**src/rtl/dw_pkg.sv**
```systemverilog
// Shared types and default sizing for the depthwise MAC unit.
package dw_pkg;

  localparam int DwDefault   = 16;
  localparam int KkDefault   = 9;
  localparam int AccWDefault = 40;

  typedef enum logic [1:0] {
    StIdle,
    StLoadW,
    StCompute,
    StOutput
  } dw_state_e;

endpackage

```
**src/rtl/dw_weight_rf.sv**
```systemverilog
// KK-entry weight register file: one synchronous write port, one combinational read port.
module dw_weight_rf #(
  parameter int DW = 16,
  parameter int KK = 9,
  parameter int AW = 4
) (
  input  logic          clk,
  input  logic          rst_n,
  input  logic          we_i,
  input  logic [AW-1:0] waddr_i,
  input  logic [DW-1:0] wdata_i,
  input  logic [AW-1:0] raddr_i,
  output logic [DW-1:0] rdata_o
);

  logic [DW-1:0] mem_q [KK];

  always_ff @(posedge clk or negedge rst_n) begin
    if (!rst_n) begin
      for (int i = 0; i < KK; i++) begin
        mem_q[i] <= '0;
      end
    end else if (we_i) begin
      mem_q[waddr_i] <= wdata_i;
    end
  end

  assign rdata_o = mem_q[raddr_i];

endmodule

```
**src/rtl/dw_mac_unit.sv**
```systemverilog
// Depthwise 3x3 MAC: loads a kernel of KK weights, then produces one signed dot product
// per window of KK activations, with a stall-able result handshake.
module dw_mac_unit
  import dw_pkg::*;
#(
  parameter int DW    = DwDefault,
  parameter int KK    = KkDefault,
  parameter int ACC_W = AccWDefault
) (
  input  logic             clk,
  input  logic             rst_n,
  input  logic             start,
  output logic             weight_load,
  input  logic [DW-1:0]    w_data,
  input  logic             w_valid,
  output logic             w_ready,
  input  logic [DW-1:0]    act_data,
  input  logic             act_valid,
  output logic             act_ready,
  output logic [ACC_W-1:0] acc_out,
  output logic             out_valid,
  input  logic             out_ready,
  output logic             busy
);

  localparam int AW = (KK > 1) ? $clog2(KK) : 1;
  localparam logic [AW-1:0] LastIdx = AW'(KK - 1);

  dw_state_e         state_q;
  logic [AW-1:0]     wcnt_q;
  logic [AW-1:0]     acnt_q;
  logic [ACC_W-1:0]  acc_q;
  logic [ACC_W-1:0]  acc_out_q;
  logic              out_valid_q;
  logic              weight_load_q;

  logic [DW-1:0]         w_rd;
  logic signed [2*DW-1:0] prod;
  logic [ACC_W-1:0]      prod_ext;
  logic [ACC_W-1:0]      acc_sum;

  dw_weight_rf #(
    .DW (DW),
    .KK (KK),
    .AW (AW)
  ) u_weight_rf (
    .clk     (clk),
    .rst_n   (rst_n),
    .we_i    ((state_q == StLoadW) && w_valid),
    .waddr_i (wcnt_q),
    .wdata_i (w_data),
    .raddr_i (acnt_q),
    .rdata_o (w_rd)
  );

  // Operands are sign-extended to the full product width so the multiply is exact.
  always_comb begin
    prod     = $signed({{DW{act_data[DW-1]}}, act_data}) * $signed({{DW{w_rd[DW-1]}}, w_rd});
    prod_ext = {{(ACC_W - 2 * DW){prod[2*DW-1]}}, prod};
    acc_sum  = acc_q + prod_ext;
  end

  always_ff @(posedge clk or negedge rst_n) begin
    if (!rst_n) begin
      state_q       <= StIdle;
      wcnt_q        <= '0;
      acnt_q        <= '0;
      acc_q         <= '0;
      acc_out_q     <= '0;
      out_valid_q   <= 1'b0;
      weight_load_q <= 1'b0;
    end else begin
      weight_load_q <= 1'b0;
      unique case (state_q)
        StIdle: begin
          if (start) begin
            state_q       <= StLoadW;
            weight_load_q <= 1'b1;
            wcnt_q        <= '0;
          end
        end
        StLoadW: begin
          if (w_valid) begin
            if (wcnt_q == LastIdx) begin
              state_q <= StCompute;
              wcnt_q  <= '0;
              acc_q   <= '0;
              acnt_q  <= '0;
            end else begin
              wcnt_q <= wcnt_q + AW'(1);
            end
          end
        end
        StCompute: begin
          if (act_valid) begin
            acc_q <= acc_sum;
            if (acnt_q == LastIdx) begin
              acc_out_q   <= acc_sum;
              out_valid_q <= 1'b1;
              state_q     <= StOutput;
            end else begin
              acnt_q <= acnt_q + AW'(1);
            end
          end else if (start && (acnt_q == '0)) begin
            // A reload is only allowed between windows; an arriving beat takes priority.
            state_q       <= StLoadW;
            weight_load_q <= 1'b1;
            wcnt_q        <= '0;
          end
        end
        StOutput: begin
          if (out_ready) begin
            out_valid_q <= 1'b0;
            acc_q       <= '0;
            acnt_q      <= '0;
            state_q     <= StCompute;
          end
        end
        default: state_q <= StIdle;
      endcase
    end
  end

  assign weight_load = weight_load_q;
  assign w_ready     = (state_q == StLoadW);
  assign act_ready   = (state_q == StCompute);
  assign busy        = (state_q != StIdle);
  assign out_valid   = out_valid_q;
  assign acc_out     = acc_out_q;

endmodule

```
**config.mk**
```make
export PLATFORM = sky130hd
export DESIGN_NAME = dw_mac_unit
export DESIGN_NICKNAME = d
export VERILOG_FILES = /design/src/rtl/dw_pkg.sv /design/src/rtl/dw_weight_rf.sv /design/src/rtl/dw_mac_unit.sv
export SDC_FILE = /design/constraint.sdc
export NUM_CORES = 1
export LEC_CHECK = 0
export ABC_AREA = 1
export CELL_PAD_IN_SITES_DETAIL_PLACEMENT = 0
export CELL_PAD_IN_SITES_GLOBAL_PLACEMENT = 1
export CORE_ASPECT_RATIO = 0.8
export CORE_MARGIN = 4
export CORE_UTILIZATION = 48
export CTS_CLUSTER_SIZE = 24
export DETAILED_ROUTE_END_ITERATION = 10
export GPL_TIMING_DRIVEN = 0
export PLACE_DENSITY_LB_ADDON = 0.08
export SLEW_MARGIN = 10
export SYNTH_ARGS = -nofsm -noshare
export SYNTH_HDL_FRONTEND = slang
export SYNTH_SLANG_ARGS = --single-unit
```
**constraint.sdc**
```tcl
create_clock -name clk -period 10.15 [get_ports clk]
set_input_delay 2.03 -clock clk [delete_from_list [all_inputs] [get_ports clk]]
set_output_delay 2.03 -clock clk [all_outputs]
set_load 0.05 [all_outputs]
```
* Word level (Yosys, flattened, before mapping)
Cells that the tools add are included.
** Word-level totals
- Input bits :: 38
- Logic and storage cells :: 95
- Register bits :: 236
** Cells by class
- Multiply operators :: 1
- Bitwise gates (word level) :: 2
- $lt $le $gt $ge :: 3
- Equality and inequality tests :: 16
- Reductions and logical operators :: 15
- Mux-type cells :: 39
- Add/subtract/negate cells :: 3
** Operator list (number)
- $mux W40 :: 4
- $bwmux W144 :: 1
- $pmux W40 S3 :: 1
- $bmux W16 S4 :: 1
- $demux W16 S4 :: 1
- $mux W16 :: 3
- $add A40 B40 Y40 :: 1
- $mux W4 :: 10
- $mul A16 B16 Y32 :: 1
- $pmux W4 S3 :: 2
- $mux W2 :: 7
- $ne A2 B2 Y1 const B :: 6
- $reduce_and A6 Y1 :: 2
- $ge A5 B5 Y1 const B :: 2
- $not A4 Y5 :: 2
- $reduce_and A5 Y1 :: 2
- $add A4 B1 Y4 const B :: 2
- $eq A4 B4 Y1 const B :: 2
- $pmux W2 S4 :: 1
- $mux W1 :: 6
- $ne A2 B1 Y1 const B :: 3
- $ne A3 B2 Y1 const B :: 2
- $reduce_bool A3 Y1 :: 2
- $lt A5 B1 Y1 const B :: 1
- 9 further kinds :: 14

* Longest topological paths before layout
Gate-level depths: netlist of run 1.
- Word-level depth :: 8
- Depth in mapped cells :: 47
- Mapped depth without buffers :: 46

* Modules after synthesis
Synthesis of run 1 repeated with hierarchy kept, for this count alone.
** Second synthesis, totals
- Cell total of the unflattened synthesis :: 3171
- Area, all modules :: 23792.8 um^2
** Modules (own cells, without submodules)
- dw_mac_unit :: area each 16828.6 um^2, times used 1, cells an instance 2264
- dw_weight_rf :: area each 6964.2 um^2, times used 1, cells an instance 907

* Worst setup path before layout of run 1
No wires, ideal clock.
- Path type :: input to register
- Start :: in act_data[15]
- End :: reg acc_out_q[39] (netlist: acc_out[39])
- Path slack :: 1.604 ns
- Arrival :: 8.428 ns
- Stages on the path :: 33
- Setup time :: 0.118 ns
- Path buffers :: 1
- Data required time :: 10.032 ns
- Path through :: clkbuf_1 nand2_1 inv_1 fa_1 fa_1 fa_1 inv_1 fa_1 inv_1 fa_1 inv_1 fa_1 inv_1 ha_1 a21o_1 nor2_1 nand2_1 a21oi_1 nand2_1 nand3_1 nand2_1 ha_1 nand2_1 nor2_1 nand2_1 nor2_1 nand3_1 nand3_1 nand2_1 nand2_1 nand2_1 nand3_1 nand2_1
** Between the ends
- Word-level cells in the longest chain between the ends :: 2
** RTL lines
- start, declared :: RTL line dw_mac_unit.sv:17 : input logic [DW-1:0] act_data,
- $mul A16 B16 Y32 :: RTL line dw_mac_unit.sv:58 : prod = $signed({{DW{act_data[DW-1]}}, act_data}) * $signed({{DW{w_rd[DW-1]}}, w_rd});
- $add A40 B40 Y40 :: RTL line dw_mac_unit.sv:60 : acc_sum = acc_q + prod_ext;
- end signal, assigned :: RTL line dw_mac_unit.sv:98 : acc_out_q <= acc_sum;
- end, declared :: RTL line dw_mac_unit.sv:33 : logic [ACC_W-1:0] acc_out_q;
Every way passes these cells.
A chain may end at the register's enable or synchronous reset.

* Final worst setup path of run 1
- Start :: in act_data[1]
- End :: reg acc_out_q[39] (netlist: acc_out[39])
Same word-level chain as after synthesis.

==> flow_summary.json, run 1 <==
{
  "run_status": "completed",
  "synth-edff-count": 0,
  "num-fill-cells": 4677,
  "insertion_delay_ps": 570,
  "synth_top_flop_cell": "dfrtp_1",
  "post_cts.repair.setup_buffers": 0,
  "critical_path_arrival_ps": 10270,
  "initial_utilization_pct": 48.4,
  "design.final.nets": 3573,
  "rows": 72,
  "antenna_violations_before_repair": 1,
  "synth.yosys.seq_area_share_pct": 25.3,
  "wl_per_cell_um": 18.7,
  "cell_taking_the_most_area_after_synthesis": "dfrtp_1",
  "finalCritPeriodShare_pct": 96.7,
  "worst_ep_required_time_ps": 10600,
  "layout.cell_area.non_filler_um2": 26100,
  "yosysUniqueCellTypes": 51,
  "synth.ff_latch_count": 236,
  "clock_tree_sinks": 236,
  "final_antenna_net_count": 0,
  "mappedNetlistArea_um2": 23400,
  "worstMarginPinSlew_ps": 911,
  "cpPeakStageDelay_ps": 800,
  "synth_async_sr_flop_share_pct": 100,
  "synth_top_cells_by_area": "dfrtp_1, fa_1, nand2_1",
  "grt_pass1_wl_um": 114000,
  "post_placement_cell_area_um2": 25100,
  "timing.critical_path.from_type": "primary input",
  "synthToLayoutAreaGrowth_pct": 11.5,
  "port_buffers": 82,
  "end_kind": "flop",
  "die_w_um": 255,
  "cts_hold_repair_buffers": 0,
  "top_layer": "met4",
  "maxSlewViolCount": 0,
  "layout.area.seq_um2": 5910,
  "slew-limit-headroom_pct": 39.0,
  "layout-drive-gt1-share_pct": 5.38,
  "met2_length_um": 28700,
  "critPathBufInv": 6,
  "finalHoldViolations": 0,
  "leading_cell_types_in_the_layout_fill_and_taps_excluded": "nand2_1, inv_1, o21ai_0",
  "max_freq_mhz": 102,
  "met1Wirelength_um": 34900,
  "synthDominantCellAreaShare_pct": 25.3,
  "cts_buffer_depth": 3,
  "multi_input_area_um2": 14800,
  "design.portCount": 83,
  "worst-r2r-setup-slack_ps": 770,
  "detailedRoute.firstIterationViolations": 1599,
  "place.gp.congestion": 0.969,
  "placeable_core_area_um2": 48300,
  "htree_levels": 1,
  "min_period_ps": 9810,
  "drt-vias-per-instance": 5.28,
  "grt_setup_unrepaired": "false",
  "grt_max_degree": 106,
  "synthesis.yosys.warnings": 0,
  "global_route.usage.total_pct": 27.9,
  "number_of_gates_resized_after_cts": 0,
  "synthesis.instances": 3028,
  "globalRoute.totalOverflow": 0,
  "cpMostUsedCell": "nand2_1",
  "fp.dieArea_um2": 52300,
  "firstDrtPassIters": 6,
  "synthesis.area_per_instance_um2": 7.72,
  "num_vias": 20000,
  "timing.critical_path.max_delay_family": "adder cells",
  "hp-class": "flop to flop",
  "timing.max_cap.violations": 0,
  "insertedDiodeCount": 0,
  "clock-skew-final_ps": 41.0,
  "routed_wl_um": 70900,
  "grt_pass1_vias": 20400,
  "synth_fp_nets": 3460,
  "final.hold.worst_slack_ps": 478,
  "tritoncts_buffers": 26,
  "die_h_um": 205,
  "critical_path.slowest_cell": "clkdlybuf4s50_1",
  "worstPathMaxFanout": 10,
  "dpl.hpwl_um": 58900,
  "cts-root-buf": "clkbuf_16",
  "finalSetupViolations": 0,
  "met3RoutedLength_um": 5640,
  "clk_pin_slew_ps": 60,
  "detail_route.drc_violations": 0,
  "timing.setup.critical_path_class": "primary input to flop",
  "most_frequent_standard_cell_in_the_layout_excluding_fill_and_tap_cells": "nand2_1",
  "clock_tree_from_tritoncts": "built"
}
synthesized netlist by cell type, types with 17 or more instances:
cell	n
nand2_1	854
inv_1	592
o21ai_0	274
fa_1	263
dfrtp_1	236
nor2_1	167
ha_1	131
nand3_1	83
a21oi_1	79
clkbuf_1	54
o22ai_1	34
buf_2	31
nand3_2	28
xor2_1	24
xnor2_1	19
nand4_1	18
o21bai_1	17
cell type report:
cell class,instances,area share (%)
multi-input combinational,2092,56.6
sequential,236,22.6
inverter,603,8.69
timing repair buffer,85,3.42
tap,629,3.02
clock buffer,31,2.72
buffer,97,1.80
clock inverter,17,1.08
worst reg2reg max path: cells and delay by family, from the launching register on:
kind / cells / cell delay (ps)
AOI/OAI and AO/OA: 3 / 540
adders and majority gates: 8 / 3880
buffers and inverters: 8 / 1450
and+or+nand+nor: 21 / 2940
DFF: 1 / 480
kinds of logic (layout without fill, tap and decap cells):
| family | count (synthesis) | count (layout) | share of synthesized area (%) |
|---|---|---|---|
| simple gates | 1206 | 1206 | 21.5 |
| buf+inv | 700 | 833 | 11.6 |
| compound gates | 449 | 449 | 10.4 |
| fa+ha+maj | 394 | 394 | 29.5 |
| flops | 236 | 236 | 25.3 |
| xor+xnor | 43 | 43 | 1.61 |
worst paths after layout:
kind | start | depth (start not counted) | endpoint
max | act_data[1] | 33 | acc_out[39]
min | acc_out[30] | 2 | acc_out[30]
max reg2reg | acnt_q[1] | 40 | acc_out[39]
min reg2reg | acc_out[30] | 2 | acc_out[30]
max in group asynchronous | rst_n | 3 | u_weight_rf.mem_q[82]
min in group asynchronous | rst_n | 1 | acc_q[23]
flip-flops by register name, indices dropped and copies added (netlist names):
signal             cells
u_weight_rf.mem_q    144
acc_q                 40
wcnt_q                 4
weight_load            1
state_q                2
acc_out               40
acnt_q                 4
out_valid              1
metal layers:
layer	track usage (%)	vias up
met3	4.13	96
met5	0	-
met2	40.2	685
met1	44.4	9731
li1	-	9500
met4	6.14	0
through the flow:
step / worst slack, ps / cells / utilization [%] / setup TNS [ps]
after global placement: -3610 / 3739 / 51.8 / -839930
after floorplan: 1600 / 3028 / - / 0
after detailed placement: -341 / 3742 / 51.9 / -4390
final: 336 / 3790 / 54.0 / 0
after global routing: 5.04 / 3790 / 54.0 / 0
after CTS: 201 / 3790 / 54.0 / 0
Power of run 1 is left out: the tool's default activity adds up to more than one toggle a clock period on the data nets, which glitch-free logic cannot reach.
==> run 2, diff against run 1 <==
==> constraint.sdc (replaced) <==
create_clock -name clk -period 10.1 [get_ports clk]
set_input_delay 2.02 -clock clk [delete_from_list [all_inputs] [get_ports clk]]
set_output_delay 2.02 -clock clk [all_outputs]
set_load 0.05 [all_outputs]
==> flow_summary.json, run 2 (synthesis gave the netlist of run 1 again) <==
{
  "launching_element_of_the_worst_setup_path": "act_data[2]",
  "top_layer": "met4",
  "detail_route.drc_violations": 0,
  "port_buffers": 82,
  "slew-limit-headroom_pct": 38.2,
  "wl_per_cell_um": 18.7,
  "final_core_util_pct": 54.0,
  "layout.area.seq_um2": 5910,
  "layout.cell_area.non_filler_um2": 26100,
  "final.hold.worst_slack_ps": 478,
  "grt_max_degree": 106,
  "design.final.nets": 3573,
  "worstMarginPinSlew_ps": 924,
  "clock_tree_from_tritoncts": "built",
  "htree_levels": 1,
  "maxSlewViolCount": 0,
  "die_h_um": 205,
  "grt_pass1_wl_um": 114000,
  "run_status": "completed",
  "timing.max_cap.violations": 0,
  "met2_length_um": 28800,
  "rows": 72,
  "finalCritPeriodShare_pct": 95.8,
  "grt_setup_unrepaired": "false",
  "final_antenna_net_count": 0,
  "place.gp.congestion": 0.969,
  "min_from": "acc_out[30]",
  "clock_tree_sinks": 236,
  "post_cts.repair.setup_buffers": 0,
  "finalSetupViolations": 0,
  "hp-class": "flop to flop",
  "post_placement_cell_area_um2": 25100,
  "critical_path.reg2reg.startpoint": "acnt_q[1]",
  "design.portCount": 83,
  "most_frequent_standard_cell_in_the_layout_excluding_fill_and_tap_cells": "nand2_1",
  "global_route.usage.total_pct": 27.9,
  "layout-drive-gt1-share_pct": 5.54,
  "globalRoute.totalOverflow": 0,
  "multi_input_area_um2": 14800,
  "die_w_um": 255,
  "num_vias": 20000,
  "cpMostUsedCell": "nand2_1",
  "worstPathMaxFanout": 10,
  "largest_reg_flops": 144,
  "leading_cell_types_in_the_layout_fill_and_taps_excluded": "nand2_1, inv_1, o21ai_0",
  "cts-root-buf": "clkbuf_16",
  "clock-skew-final_ps": 41.0,
  "firstDrtPassIters": 6,
  "met1Wirelength_um": 35100,
  "num-fill-cells": 4680,
  "drt-vias-per-instance": 5.28,
  "detailedRoute.firstIterationViolations": 1676,
  "cpPeakStageDelay_ps": 750,
  "worst_ep_required_time_ps": 10550,
  "initial_utilization_pct": 48.4,
  "synthToLayoutAreaGrowth_pct": 11.5,
  "fp.dieArea_um2": 52300,
  "min_period_ps": 9680,
  "max_freq_mhz": 103,
  "timing.setup.critical_path_class": "primary input to flop",
  "tritoncts_buffers": 26,
  "critical_path_arrival_ps": 10130,
  "insertedDiodeCount": 0,
  "finalHoldViolations": 0,
  "met3RoutedLength_um": 5430,
  "grt_pass1_vias": 20400,
  "timing.critical_path.from_type": "primary input",
  "end_kind": "flop",
  "cts_hold_repair_buffers": 0,
  "placeable_core_area_um2": 48300,
  "insertion_delay_ps": 570,
  "routed_wl_um": 71000,
  "cts_buffer_depth": 3,
  "critical_path.slowest_cell": "clkdlybuf4s50_1",
  "clk_pin_slew_ps": 60,
  "dpl.hpwl_um": 58900,
  "antenna_violations_before_repair": 1,
  "largest_register": "u_weight_rf.mem_q"
}
run 2: cell types whose count changed in the layout (fill, tap and decap cells not counted):
cell      change
clkbuf_2      +5
clkbuf_1      -5
run 2: worst paths after layout:
path	slack [ps]	cells past startpoint	to
worst max-delay path	420	33	acc_out[39]
worst min-delay path	480	2	acc_out[30]
worst max register to register	650	40	acc_out[39]
worst min register to register	480	2	acc_out[30]
max in group asynchronous	7410	3	u_weight_rf.mem_q[82]
min in group asynchronous	1350	1	acc_q[23]
run 2: layout make-up:
type                    count  share of cell area, %
plain buffers              97                   1.83
well taps                 629                   3.02
flip-flops and latches    236                   22.6
clock inverters            17                   1.08
inverters                 603                   8.68
clock buffers              31                   2.72
repair buffers             85                   3.42
multi-input cells        2092                   56.6
run 2: what timing repair did:
action	CTS	global route
resized for setup	0	31
hold endpoints to repair	0	0
endpoints found under the setup margin	0	22
run 2: critical path, delay by kind of cell:
family | cells | cell delay (ps)
AO/OA/AOI/OAI | 1 | 180
buffers and inverters | 6 | 1580
AND/OR/NAND/NOR | 18 | 2600
adder cells (fa/ha/maj) | 8 | 3760
run 2: routing by layer:
metal,track usage (%),up-vias
met5,0,-
met4,6.14,0
met3,4.13,92
met2,40.2,684
met1,44.4,9751
li1,-,9500
run 2: through the flow:
step	TNS, ps	setup slack [ps]	instances
after CTS	0	161	3790
after floorplan	0	1560	3028
after global routing	0	60.5	3790
final	0	422	3790
after detailed placement	-5350	-381	3742
after global placement	-850310	-3650	3739
Power of run 2 is left out for the same reason.
